==> config.mk <==
export PLATFORM = sky130hd
export DESIGN_NAME = frame_wr_sched
export DESIGN_NICKNAME = d
export VERILOG_FILES = /design/src/rtl/frame_wr_sched.sv
export SDC_FILE = /design/constraint.sdc
export NUM_CORES = 1
export LEC_CHECK = 0
export BUFFER_PORTS_ARGS = -buffer_cell sky130_fd_sc_hd__buf_2
export CAP_MARGIN = 40
export CELL_PAD_IN_SITES_DETAIL_PLACEMENT = 2
export CELL_PAD_IN_SITES_GLOBAL_PLACEMENT = 2
export CORE_ASPECT_RATIO = 0.75
export CORE_MARGIN = 8
export CORE_UTILIZATION = 33
export DETAILED_ROUTE_END_ITERATION = 10
export GPL_ROUTABILITY_DRIVEN = 0
export PLACE_DENSITY_LB_ADDON = 0.1
export SYNTH_ARGS = -nofsm -noshare
export SYNTH_HDL_FRONTEND = slang
export SYNTH_SLANG_ARGS = --single-unit
==> constraint.sdc <==
create_clock -name i_clk -period 7.9 [get_ports i_clk]
set_input_delay 1.185 -clock i_clk [delete_from_list [all_inputs] [get_ports i_clk]]
set_output_delay 1.185 -clock i_clk [all_outputs]
set_load 0.02 [all_outputs]
==> src/rtl/frame_wr_sched.sv <==
// Frame-level write scheduler: per frame, clears the write engine and then
// issues one write command per line into a ring of NUM_BUF frame buffers,
// skipping the buffer held by the reader.
module frame_wr_sched #(
  parameter int unsigned AXI_ADDR_WIDTH = 32,
  parameter int unsigned NUM_BUF        = 3,
  parameter int unsigned LINE_W         = 16
) (
  input  logic                      i_clk,
  input  logic                      i_rst_n,
  input  logic [AXI_ADDR_WIDTH-1:0] i_cfg_base_addr,
  input  logic [AXI_ADDR_WIDTH-1:0] i_cfg_buf_stride,
  input  logic [AXI_ADDR_WIDTH-1:0] i_cfg_line_stride,
  input  logic [31:0]               i_cfg_line_bytes,
  input  logic [LINE_W-1:0]         i_cfg_lines,
  input  logic                      i_frame_start,
  input  logic                      i_rd_lock,
  input  logic [2:0]                i_rd_buf_idx,
  output logic                      o_clr_vld,
  input  logic                      i_clr_rdy,
  output logic [AXI_ADDR_WIDTH-1:0] o_ctrl_wr_addr,
  output logic [31:0]               o_ctrl_wr_b_len,
  output logic                      o_ctrl_wr_vld,
  input  logic                      i_ctrl_wr_rdy,
  input  logic [2:0]                i_err,
  output logic [2:0]                o_wr_buf_idx,
  output logic                      o_frame_done,
  output logic [2:0]                o_done_buf_idx,
  output logic                      o_busy,
  output logic [3:0]                o_err
);

  localparam logic [2:0] LastIdx = 3'(NUM_BUF - 1);

  typedef enum logic [2:0] {
    StIdle,
    StSel,
    StClr,
    StIssue,
    StWaitDone,
    StFinish
  } state_e;

  state_e                    state_q, state_d;
  logic [2:0]                buf_idx_q, buf_idx_d;
  logic [AXI_ADDR_WIDTH-1:0] line_addr_q, line_addr_d;
  logic [LINE_W-1:0]         line_cnt_q, line_cnt_d;
  logic [AXI_ADDR_WIDTH-1:0] base_q, base_d;
  logic [AXI_ADDR_WIDTH-1:0] buf_stride_q, buf_stride_d;
  logic [AXI_ADDR_WIDTH-1:0] line_stride_q, line_stride_d;
  logic [31:0]               line_bytes_q, line_bytes_d;
  logic [LINE_W-1:0]         lines_q, lines_d;
  logic [3:0]                err_q, err_d;
  logic [2:0]                sel_idx;
  logic                      clr_vld, wr_vld, frame_done;

  function automatic logic [2:0] ring_inc(input logic [2:0] idx);
    return (idx == LastIdx) ? 3'd0 : idx + 3'd1;
  endfunction

  // Next ring slot, stepping over the buffer the reader currently holds.
  always_comb begin
    sel_idx = ring_inc(buf_idx_q);
    if (i_rd_lock && (sel_idx == i_rd_buf_idx)) begin
      sel_idx = ring_inc(sel_idx);
    end
  end

  // FSM next-state, datapath next-state and state-decoded outputs.
  always_comb begin
    state_d       = state_q;
    buf_idx_d     = buf_idx_q;
    line_addr_d   = line_addr_q;
    line_cnt_d    = line_cnt_q;
    base_d        = base_q;
    buf_stride_d  = buf_stride_q;
    line_stride_d = line_stride_q;
    line_bytes_d  = line_bytes_q;
    lines_d       = lines_q;
    clr_vld       = 1'b0;
    wr_vld        = 1'b0;
    frame_done    = 1'b0;
    unique case (state_q)
      StIdle: begin
        if (i_frame_start) begin
          base_d        = i_cfg_base_addr;
          buf_stride_d  = i_cfg_buf_stride;
          line_stride_d = i_cfg_line_stride;
          line_bytes_d  = i_cfg_line_bytes;
          lines_d       = i_cfg_lines;
          state_d       = StSel;
        end
      end
      StSel: begin
        buf_idx_d   = sel_idx;
        line_addr_d = base_q + AXI_ADDR_WIDTH'(sel_idx) * buf_stride_q;
        line_cnt_d  = '0;
        state_d     = StClr;
      end
      StClr: begin
        clr_vld = 1'b1;
        if (i_clr_rdy) begin
          state_d = StIssue;
        end
      end
      StIssue: begin
        wr_vld = 1'b1;
        if (i_ctrl_wr_rdy) begin
          line_addr_d = line_addr_q + line_stride_q;
          line_cnt_d  = line_cnt_q + LINE_W'(1);
          state_d     = StWaitDone;
        end
      end
      StWaitDone: begin
        // rdy here means the accepted line has been fully written.
        if (i_ctrl_wr_rdy) begin
          state_d = (line_cnt_q == lines_q) ? StFinish : StIssue;
        end
      end
      StFinish: begin
        frame_done = 1'b1;
        state_d    = StIdle;
      end
      default: state_d = StIdle;
    endcase
  end

  // Sticky error accumulation; a start outside IDLE is flagged as an overrun.
  always_comb begin
    err_d = {err_q[3] | (i_frame_start & (state_q != StIdle)), err_q[2:0] | i_err};
  end

  // State and datapath registers with synchronous active-low reset.
  always_ff @(posedge i_clk) begin
    if (!i_rst_n) begin
      state_q       <= StIdle;
      buf_idx_q     <= LastIdx;
      line_addr_q   <= '0;
      line_cnt_q    <= '0;
      base_q        <= '0;
      buf_stride_q  <= '0;
      line_stride_q <= '0;
      line_bytes_q  <= '0;
      lines_q       <= '0;
      err_q         <= '0;
    end else begin
      state_q       <= state_d;
      buf_idx_q     <= buf_idx_d;
      line_addr_q   <= line_addr_d;
      line_cnt_q    <= line_cnt_d;
      base_q        <= base_d;
      buf_stride_q  <= buf_stride_d;
      line_stride_q <= line_stride_d;
      line_bytes_q  <= line_bytes_d;
      lines_q       <= lines_d;
      err_q         <= err_d;
    end
  end

  assign o_clr_vld       = clr_vld;
  assign o_ctrl_wr_vld   = wr_vld;
  assign o_ctrl_wr_addr  = line_addr_q;
  assign o_ctrl_wr_b_len = line_bytes_q;
  assign o_wr_buf_idx    = buf_idx_q;
  assign o_frame_done    = frame_done;
  assign o_done_buf_idx  = frame_done ? buf_idx_q : 3'd0;
  assign o_busy          = (state_q != StIdle);
  assign o_err           = err_q;

endmodule

=== Word-level counts from Yosys, hierarchy flattened ===
Index checks and enable logic that the tools add are counted.

* Eq/ne operators: 13
* Bitwise gates (word level): 3
* Mux-type cells: 17
* Add/sub/neg operators: 5
* $mul: 1
* Reduce and logical (&&, ||, !) cells: 7

{| class="wikitable"
|+ Operators with widths
! cell !! count
|-
| $add 32x32->32 || 2
|-
| $pmux 32 s2 || 1
|-
| $mul 3x32->32 || 1
|-
| $mux 32 || 1
|-
| $pmux 16 s2 || 1
|-
| $mux 3 || 9
|-
| $add 16x1->16 const B || 1
|-
| $eq 16x16->1 || 1
|-
| $mux 16 || 1
|-
| $pmux 3 s5 || 1
|-
| $eq 3x2->1 const B || 4
|-
| $ne 2x2->1 const B || 4
|-
| $add 3x1->3 const B || 2
|-
| $eq 3x3->1 const B || 2
|-
| $reduce_and 2->1 || 2
|-
| $reduce_and 4->1 || 1
|-
| $eq 3x1->1 const B || 1
|-
| $eq 3x3->1 || 1
|-
| $logic_not 3->1 || 1
|-
| $mux 1 || 3
|-
| $or 3x3->3 || 1
|-
| $reduce_bool 3->1 || 1
|-
| $reduce_bool 2->1 || 1
|-
| $and 1x1->1 || 1
|-
| 2 further kinds || 2
|}

* Flip-flop bits (word level): 202
* Bits of input ports: 156

=== Depth between registers and ports, before layout ===
Gate-level depths: netlist of run 1.

* Word-level depth: 8
* Depth in mapped cells: 24

=== Worst setup path before layout of run 1 ===
No wires, ideal clock.

* Path type: input to register
* From: input port i_rd_buf_idx[1]
* To: register line_addr_q[31], in the netlist o_ctrl_wr_addr[31]
* Required time: 7,762 ps
* Buffers on the path: 1
* Stages on the path: 22
* Setup slack: 1,762 ps
* Arrival: 6,000 ps
* Setup time: 138 ps
* Cells stage by stage: nor3b_1 -> a32oi_1 -> nand2_1 -> nand2_1 -> maj3_1 -> o221a_2 -> clkbuf_1 -> nand2b_1 -> fa_1 -> fa_1 -> inv_1 -> fa_1 -> a211oi_1 -> o211ai_1 -> a41oi_2 -> o21ai_1 -> a21bo_2 -> a21oi_1 -> o21ai_0 -> o41ai_1 -> xnor2_1 -> a21oi_1

* Word-level cells in the longest chain between the ends: 6

{| class="wikitable"
|+ Ends and longest elaborated chain
! item !! line !! text
|-
| start: declaration || 18 || <nowiki>input logic [2:0] i_rd_buf_idx,</nowiki>
|-
| $eq 3x3->1 || 64 || <nowiki>if (i_rd_lock && (sel_idx == i_rd_buf_idx)) begin</nowiki>
|-
| $logic_and 1x1->1 || 64 ||
|-
| $mux 3 || 64 ||
|-
| $mul 3x32->32 || 96 || <nowiki>line_addr_d = base_q + AXI_ADDR_WIDTH'(sel_idx) * buf_stride_q;</nowiki>
|-
| $add 32x32->32 || 96 ||
|-
| $pmux 32 s2 || 83 || <nowiki>unique case (state_q)</nowiki>
|-
| end signal: assignment || 149 || <nowiki>line_addr_q <= line_addr_d;</nowiki>
|-
| end: declaration || 46 || <nowiki>logic [AXI_ADDR_WIDTH-1:0] line_addr_q, line_addr_d;</nowiki>
|}

Every way passes these cells.
A chain may end at the register's enable or synchronous reset.

=== Worst setup path after layout of run 1 ===
Ends and elaborated chain as after synthesis.

==> results of run 1 <==
how the worst min path moves through the flow:
| stage | cells past startpoint | from | slack [ns] | endpoint |
|---|---|---|---|---|
| floorplan | 2 | buf_stride_q[31]$_SDFFE_PN0P_ | 0.44 | buf_stride_q[31]$_SDFFE_PN0P_ |
| global placement | 1 | o_err[2]$_SDFF_PN0_ | 0.43 | o_err[2]$_SDFF_PN0_ |
| detailed placement | 1 | o_err[2]$_SDFF_PN0_ | 0.45 | o_err[2]$_SDFF_PN0_ |
| CTS | 1 | o_err[0]$_SDFF_PN0_ | 0.46 | o_err[0]$_SDFF_PN0_ |
| global route | 1 | o_err[2]$_SDFF_PN0_ | 0.48 | o_err[2]$_SDFF_PN0_ |
| finish | 1 | o_err[2]$_SDFF_PN0_ | 0.45 | o_err[2]$_SDFF_PN0_ |
critical path, delay by kind of cell:
| family | cells | cell delay (ns) |
|---|---|---|
| xor+xnor | 1 | 0.17 |
| fa+ha+maj | 4 | 1.83 |
| compound gates | 11 | 2.77 |
| buf+inv | 2 | 0.20 |
| simple gates | 4 | 0.77 |
cells by family after synthesis:
logic type,synth area share
buffers and inverters,0.0669
xor gates and xnor gates,0.0551
adders and majority gates,0.152
and+or+nand+nor,0.208
DFF,0.304
AOI/OAI and AO/OA,0.212
muxes,0.00151
sequential cells by signal (all words and copies together), names as in the netlist:
register and cells:
base_q 32, buf_stride_q 32, line_stride_q 32, o_ctrl_wr_addr 32, o_ctrl_wr_b_len 32, line_cnt_q 16, lines_q 16, o_err 4
o_wr_buf_idx 3, state_q 3
routing by layer:
layer	vias to the layer above	global-route usage	routed length (µm)	part of all wire
met5	-	0	0	0
met1	5910	0.218	18900	0.44
li1	5874	-	-	-
met2	136	0.340	22100	0.51
met4	0	0.0432	968	0.022
met3	52	0.0310	1340	0.031
cell type report:
cell class | instances | area share
Antenna cell | 1 | 0.000159
Sequential cell | 202 | 0.256
Inverter | 153 | 0.0364
Tap cell | 520 | 0.0413
Clock buffer | 33 | 0.0448
Clock inverter | 11 | 0.00730
Multi-Input combinational cell | 1227 | 0.531
Timing Repair Buffer | 246 | 0.0829
stage by stage:
stage / hold WS (ns) / cell area [µm²] / std cells / worst slack, ns / utilization
floorplan: 0.439 / 13300 / 1665 / 1.76 / -
finish: 0.453 / 15800 / 2393 / 1.37 / 0.398
detailed placement: 0.449 / 14900 / 2348 / 0.873 / 0.377
global placement: 0.430 / 14900 / 2346 / 1.11 / 0.375
CTS: 0.459 / 15800 / 2392 / 1.41 / 0.398
global route: 0.480 / 15800 / 2392 / 0.934 / 0.398
power groups by stage:
stage / Combinational [µW] / Clock [µW] / Sequential, µW
after global placement: 871 / 0 / 1210
final: 896 / 1170 / 1190
after floorplan: 573 / 0 / 1230
after detailed placement: 914 / 0 / 1210
after global routing: 1020 / 1260 / 1200
after CTS: 921 / 1230 / 1190
layout by cell type, fill, tap and decap left out, types with 6 or more instances in the layout:
cell type	netlist	final
buf_4	0	12
clkinv_2	0	6
dfxtp_1	202	202
ha_1	65	65
nor2b_1	67	67
a21boi_0	146	146
nor3b_1	6	6
nand2_1	353	352
nor2_1	64	64
nor3_1	10	10
nand4_1	9	9
o211ai_1	10	10
buf_2	2	232
inv_1	152	152
and3_1	16	16
o211a_1	14	14
a31oi_1	13	13
a21oi_1	64	63
clkbuf_16	0	25
and2_1	36	34
a211oi_1	15	15
a21o_1	33	33
nand3_1	22	22
o31ai_1	7	7
nand2b_1	14	14
xor2_1	50	50
o21a_1	14	14
xnor2_1	31	31
o21ai_0	50	50
fa_1	60	60
==> metrics.cfg, run 1 <==
[outcome]
run_status=complete, no violations

[timing]
clock-skew-final_ns=0.0156
timing_max_transition_violations_final=0
grt_setup_unrepaired=false
max_slew_margin=0.464
maxClockFrequency_mhz=153
final-hold-violation-count=0
fin_tns_setup_ns=0
finalWorstPathRequiredPeriod_ns=6.53
tightest_slew_ns=0.805
setup_viol=0
period_share=0.827

[finish]
multi_input_comb_area_um2=8370
drive_above_1_share=0.160
n_fill_cell=4651
final_nets=2136
layout.area.seq_um2=4040
area_growth_syn_to_layout_pct=18.7

[cts]
numClockSinks=202
cts.htree.levels=1
numCtsBuffers=25
cts.repair.resized=0
cts-root-to-sink-buffers=3
clock_latency_late_sink_ns=0.55
cts_root_buffer=clkbuf_16
clkTransAtPathRegs_ns=0.06
holdBufCountCts=0
cts_tree=done
postCtsSetupBuffers=0

[placement]
final_hpwl_dp_um=33500
port_buffers=233

[synthesis]
netlist_instances=1665
postSynthRegisterBits=202
yosys.area.top_type=dfxtp_1
post_syn_area_um2=13300
async_flop_share=0
synth-edff-count=0
synthesis.nets=1946
seq_area_frac_synth=0.304
postSynthAreaPerCell_um2=7.98
synth_ff_type=dfxtp_1
synth.yosys.warnings=0
synthTopCellsByArea=dfxtp_1, nand2_1, fa_1
ys_top_cells_by_count=nand2_1, dfxtp_1, inv_1
synth.most_common_cell=nand2_1
synth.distinct_cells=63
netlist.area_leader.share=0.304

[global_route]
antenna_found_initial=0
grt.overflow.total=0
grt_first_pass_wirelength_um=71000
grt_pass1_vias=13700
gr-usage-all-layers=0.183
grt_start_max_net_pins=83

[die]
dieWidth_um=248
rows=63
effective_utilization_at_floorplan=0.335
die_h_um=190
io_pins=234
placeableCoreArea_um2=39600
die_area_um2=47000

[power_and_ir_drop]
power.leakage_uw=0.00737
power.switching_uw=1130
total_power_uw=3260
p_seq_frac=0.365
peakVddDrop_mv=0.140
power_density_nw_per_um2=207
power.clock.fraction=0.360
power_report.internal_total_uw=2130
combinationalPowerShare=0.275
power_switching_share=0.346

[worst_setup_path]
criticalPathCategory=in2reg
critical_path_startpoint=i_rd_buf_idx[1]
critPathRequiredTime_ns=8.29
critical_path.endpoint_type=flip-flop
cp_slowest_stage_delay_ns=0.51
setup.worst_path.start_class=input pin
reg2reg_setup_slack_ns=1.40
rr_startpoint=o_wr_buf_idx[1]$_SDFFE_PN1P_
endpoint_of_the_worst_register_to_register_path=o_ctrl_wr_addr[31]$_SDFFE_PN0P_
crit_path_max_fanout=19
path_cells=buf_2, nor3b_1, a32oi_1, nand2_1, nand2_1, maj3_1, o221a_2, nand2b_1, fa_1, fa_1, inv_1, fa_1, a211oi_1, o211ai_1, a41oi_2, o21ai_1, a21bo_2, a21oi_1, o21ai_0, o41ai_1, xnor2_1, a21oi_1
worstRegToRegCells=21
cp_slowest_cell=fa_1
timing.critical_path.mode_cell=fa_1
worst_path_arrival_time_ns=6.92
worstSetupEndpoint=o_ctrl_wr_addr[31]$_SDFFE_PN0P_

[routing]
detailedRoute.firstIterationViolations=291
drt-wirelength-per-cell_um=18.1
antenna_violating_nets_post_route=0
detail_route.wirelength_um=43300
vias=12000
drt-vias-per-instance=5.00
firstDrtPassIters=4
drt_drc_violations_left=0

[hold_path]
holdCritPathClass=reg2reg

[job]
timing.max_cap.violations=0

Power figures use the tool's default switching activity.
==> run 2: changes to the inputs <==
--- a/config.mk
+++ b/config.mk
@@ -11,7 +11,7 @@
 export CELL_PAD_IN_SITES_GLOBAL_PLACEMENT = 2
 export CORE_ASPECT_RATIO = 0.75
 export CORE_MARGIN = 8
-export CORE_UTILIZATION = 33
+export CORE_UTILIZATION = 30
 export DETAILED_ROUTE_END_ITERATION = 10
 export GPL_ROUTABILITY_DRIVEN = 0
 export PLACE_DENSITY_LB_ADDON = 0.1
==> constraint.sdc (replaced) <==
create_clock -name i_clk -period 5.7 [get_ports i_clk]
set_input_delay 0.855 -clock i_clk [delete_from_list [all_inputs] [get_ports i_clk]]
set_output_delay 0.855 -clock i_clk [all_outputs]
set_load 0.02 [all_outputs]
==> metrics.cfg, run 2 (synthesized netlist as in run 1, its figures left out) <==
[outcome]
run_status=complete, no violations

[hold_path]
holdCritPathClass=reg2reg

[cts]
cts-root-to-sink-buffers=3
numClockSinks=202
numCtsBuffers=25
clkTransAtPathRegs_ns=0.06
clock_latency_late_sink_ns=0.53
cts.htree.levels=1
cts_root_buffer=clkbuf_16
cts_tree=done

[finish]
area_growth_syn_to_layout_pct=24.3
layout.area.seq_um2=4050
layout.cells.most_common=nand2_1
multi_input_comb_area_um2=8440
n_fill_cell=5028
final_nets=2217
post-route-util=0.379
layout_common_cells=nand2_1, buf_2, dfxtp_1, inv_1, a21boi_0
drive_above_1_share=0.200
cell_area_after_layout_um2=16500

[worst_setup_path]
worst_path_arrival_time_ns=5.84
critical_path.endpoint_type=flip-flop
criticalPathCategory=in2reg
critPathRequiredTime_ns=6.11
crit_path_max_fanout=26
setup.worst_path.start_class=input pin

[routing]
drt-vias-per-instance=4.84
antenna_violating_nets_post_route=0
vias=12200
detail_route.wirelength_um=44400
drt_drc_violations_left=0
drt-wirelength-per-cell_um=17.5
firstDrtPassIters=4
detailedRoute.firstIterationViolations=243

[placement]
port_buffers=233
placedInstanceArea_um2=15700
final_hpwl_dp_um=35100

[global_route]
global_route.usage.met3=0.0327
gr-usage-met2=0.315
global_route.usage.met1=0.205
busiest_layer=met2
grt_first_pass_wirelength_um=72400
grt_pass1_vias=13800
antenna_found_initial=0
grt_start_max_net_pins=68
grt.overflow.total=0
gr-usage-all-layers=0.170

[timing]
setup_viol=0
final-hold-violation-count=0
timing_max_transition_violations_final=0
fin_tns_setup_ns=0
period_share=0.952
maxClockFrequency_mhz=184
grt_setup_unrepaired=true
tightest_slew_ns=0.833
fin_worst_hold_slack_ns=0.461
finalWorstPathRequiredPeriod_ns=5.43
clock-skew-final_ns=0.0102
max_slew_margin=0.443

[die]
die_area_um2=51300
placeableCoreArea_um2=43500
rows=66
die_h_um=198
effective_utilization_at_floorplan=0.305
io_pins=234
dieWidth_um=259

[power_and_ir_drop]
power.leakage_uw=0.00780
power_density_nw_per_um2=276
peakVddDrop_mv=0.196

[job]
timing.max_cap.violations=0

==> run 2: worst paths after layout <==
kind | from | end | slack (ns) | depth (start not counted)
setup / recovery | i_rd_buf_idx[1] | o_ctrl_wr_addr[31]$_SDFFE_PN0P_ | 0.27 | 23
hold / removal | o_err[0]$_SDFF_PN0_ | o_err[0]$_SDFF_PN0_ | 0.46 | 1
setup reg to reg | o_wr_buf_idx[1]$_SDFFE_PN1P_ | o_ctrl_wr_addr[31]$_SDFFE_PN0P_ | 0.31 | 22
hold reg to reg | o_err[0]$_SDFF_PN0_ | o_err[0]$_SDFF_PN0_ | 0.46 | 1
==> run 2: cell type report <==
class                      count  area share
antenna                        1    0.000152
clock buffer                  36      0.0428
clock inverter                 8     0.00394
inverter                     153      0.0348
multi-input combinational   1227       0.511
sequential                   202       0.245
tap                          578      0.0438
timing repair buffer         327       0.118
==> run 2: stage by stage <==
stage | setup WS, ns | power [µW] | instances
after floorplan | 0.0279 | 2500 | 1665
after global placement | -0.432 | 3010 | 2482
after detailed placement | -0.538 | 3080 | 2486
after CTS | 0.0700 | 4670 | 2530
after global routing | -0.0490 | 4880 | 2531
final | 0.275 | 4560 | 2532
==> run 2: timing repair <==
| action | in CTS | in global routing |
|---|---|---|
| hold buffers | 0 | 0 |
| setup endpoints to repair | 2 | 13 |
| buffers inserted | 0 | 1 |
| pin swaps | 0 | 6 |
| resized for setup | 2 | 13 |
==> run 2: report_power, final <==
| part | internal (µW) | switching, µW |
|---|---|---|
| clock network | 900 | 638 |
| registers | 1540 | 103 |
| logic | 553 | 825 |
==> run 2: routing by layer <==
layer | vias to the layer above | routed length [µm] | part of all wire
li1 | 6024 | - | -
met1 | 6062 | 19500 | 0.44
met2 | 122 | 22600 | 0.51
met3 | 35 | 1670 | 0.038
met4 | 0 | 570 | 0.013
met5 | - | 0 | 0
==> run 2: worst max-delay path: stages <==
cell and delay (ns):
buf_2 0.13, and3_1 0.20, o2111ai_2 0.16, nand2_1 0.12
nand2_1 0.06, maj3_1 0.35, o221a_2 0.28, buf_12 0.16
nand2b_1 0.18, fa_1 0.47, fa_1 0.51, inv_1 0.07
fa_2 0.40, a211oi_2 0.24, o211ai_1 0.16, a41oi_2 0.28
o21ai_2 0.11, a21bo_2 0.26, a21oi_2 0.19, o21ai_0 0.12
o41ai_2 0.25, xnor2_1 0.16, a21oi_1 0.09
==> run 3: changes to the inputs <==
--- a/config.mk
+++ b/config.mk
@@ -11,7 +11,7 @@
 export CELL_PAD_IN_SITES_GLOBAL_PLACEMENT = 2
 export CORE_ASPECT_RATIO = 0.75
 export CORE_MARGIN = 8
-export CORE_UTILIZATION = 30
+export CORE_UTILIZATION = 29
 export DETAILED_ROUTE_END_ITERATION = 10
 export GPL_ROUTABILITY_DRIVEN = 0
 export PLACE_DENSITY_LB_ADDON = 0.1
==> metrics.cfg, run 3 (synthesized netlist as in run 1, its figures left out) <==
[power_and_ir_drop]
total_power_uw=4670
power.leakage_uw=0.00787
power_density_nw_per_um2=279
peakVddDrop_mv=0.190

[cts]
cts.htree.levels=1
cts_root_buffer=clkbuf_16
cts-root-to-sink-buffers=3
numCtsBuffers=25
holdBufCountCts=0
clock_latency_late_sink_ns=0.54
cts_tree=done
clkTransAtPathRegs_ns=0.06
numClockSinks=202

[routing]
antenna_violating_nets_post_route=0
drt-vias-per-instance=4.86
drt_drc_violations_left=0
detail_route.wirelength_um=45900
vias=12400
drt-wirelength-per-cell_um=18.0
firstDrtPassIters=4
detailedRoute.firstIterationViolations=405

[worst_setup_path]
rr_startpoint=o_wr_buf_idx[1]$_SDFFE_PN1P_
crit_path_max_fanout=7
endpoint_of_the_worst_register_to_register_path=o_ctrl_wr_addr[28]$_SDFFE_PN0P_
critPathRequiredTime_ns=6.09
criticalPathCategory=in2reg
critical_path.endpoint_type=flip-flop
worst_path_arrival_time_ns=5.89
worstRegToRegCells=22
worstSetupEndpoint=o_ctrl_wr_addr[28]$_SDFFE_PN0P_
setup.worst_path.start_class=input pin
critical_path_startpoint=i_rd_buf_idx[1]
reg2reg_setup_slack_ns=0.27

[timing]
worst_slack_setup_final_ns=0.206
clock-skew-final_ns=0.0147
timing_max_transition_violations_final=0
final-hold-violation-count=0
fin_worst_hold_slack_ns=0.449
setup_viol=0
fin_tns_setup_ns=0
finalWorstPathRequiredPeriod_ns=5.49
tightest_slew_ns=0.841
period_share=0.964
maxClockFrequency_mhz=182
max_slew_margin=0.438

[placement]
post-place-ws_ns=-0.700
port_buffers=233
final_hpwl_dp_um=34800
placedInstanceArea_um2=15600

[die]
die_h_um=201
effective_utilization_at_floorplan=0.291
die_area_um2=53000
dieWidth_um=263
placeableCoreArea_um2=45600
rows=68
io_pins=234

[finish]
layout_common_cells=nand2_1, buf_2, dfxtp_1, inv_1, a21boi_0
layout.cells.most_common=nand2_1
drive_above_1_share=0.210
area_growth_syn_to_layout_pct=25.9
antenna_diode_count=0
cell_area_after_layout_um2=16700
final_nets=2224

[hold_path]
holdCritPathClass=reg2reg

[global_route]
gr-usage-all-layers=0.166
grt_pass1_vias=13800
antenna_found_initial=0
grt_start_max_net_pins=86
grt.overflow.total=0
grt_first_pass_wirelength_um=73500

[outcome]
run_status=complete, no violations

[job]
timing.max_cap.violations=0

[run 3: cell types whose count changed in the layout (fill, tap and decap cells not counted), sizes merged]
| cell | before | now |
|---|---|---|
| buf | 327 | 331 |
| clkbuf | 36 | 38 |
| diode | 1 | 0 |
| inv | 152 | 153 |
| o221a | 1 | 2 |
[run 3: stage by stage]
step                instances   util
global placement         2499  0.342
finish                   2556  0.367
global route             2556  0.367
detailed placement       2500  0.343
CTS                      2545  0.362
floorplan                1665      -
[run 3: final cells by class]
type	instances	area [µm²]
fillers	5240	28900
flip-flops and latches	202	4050
repair buffers	333	2020
well taps	595	744
clock inverters	9	73.8
clock buffers	36	737
multi-input cells	1228	8530
inverters	153	574
[run 3: power breakdown]
group | switching (µW) | internal (µW)
sequential | 103 | 1540
combinational | 862 | 572
clock | 656 | 939
[run 3: worst max-delay path, cell delays in order]
cell	delay, ns
buf_2	0.14
xor2_1	0.16
a32oi_2	0.25
nand2_1	0.13
buf_4	0.18
a31o_2	0.27
a211oi_4	0.32
buf_6	0.18
clkbuf_16	0.15
and2_1	0.15
fa_1	0.45
fa_1	0.50
ha_2	0.36
o21a_1	0.12
nor2_1	0.05
o31a_1	0.32
o21ai_4	0.21
nand3_2	0.14
a31oi_2	0.24
o21ai_1	0.13
and3_1	0.21
o31ai_2	0.22
a31oi_1	0.10
[run 3: layer usage]
metal | share of wire | up-vias | GRT usage
met1 | 0.44 | 6137 | 0.200
met3 | 0.038 | 68 | 0.0301
met5 | 0 | - | 0
li1 | - | 6055 | -
met2 | 0.50 | 161 | 0.304
met4 | 0.024 | 0 | 0.0361
[run 3: worst min-delay path by stage]
stage,startpoint,slack (ns),to,cells after the start
global route,o_err[2]$_SDFF_PN0_,0.47,o_err[2]$_SDFF_PN0_,1
global placement,o_err[2]$_SDFF_PN0_,0.43,o_err[2]$_SDFF_PN0_,1
finish,o_err[2]$_SDFF_PN0_,0.45,o_err[2]$_SDFF_PN0_,1
detailed placement,o_err[2]$_SDFF_PN0_,0.45,o_err[2]$_SDFF_PN0_,1
CTS,o_err[2]$_SDFF_PN0_,0.46,o_err[2]$_SDFF_PN0_,1
floorplan,buf_stride_q[31]$_SDFFE_PN0P_,0.44,buf_stride_q[31]$_SDFFE_PN0P_,2
[run 3: what timing repair did]
item	4_1_cts	5_1_grt
setup buffers	0	8
hold endpoints to repair	0	0
gates resized for setup	6	26
setup endpoints to repair	5	15
pin swaps	0	21
cloned	0	3
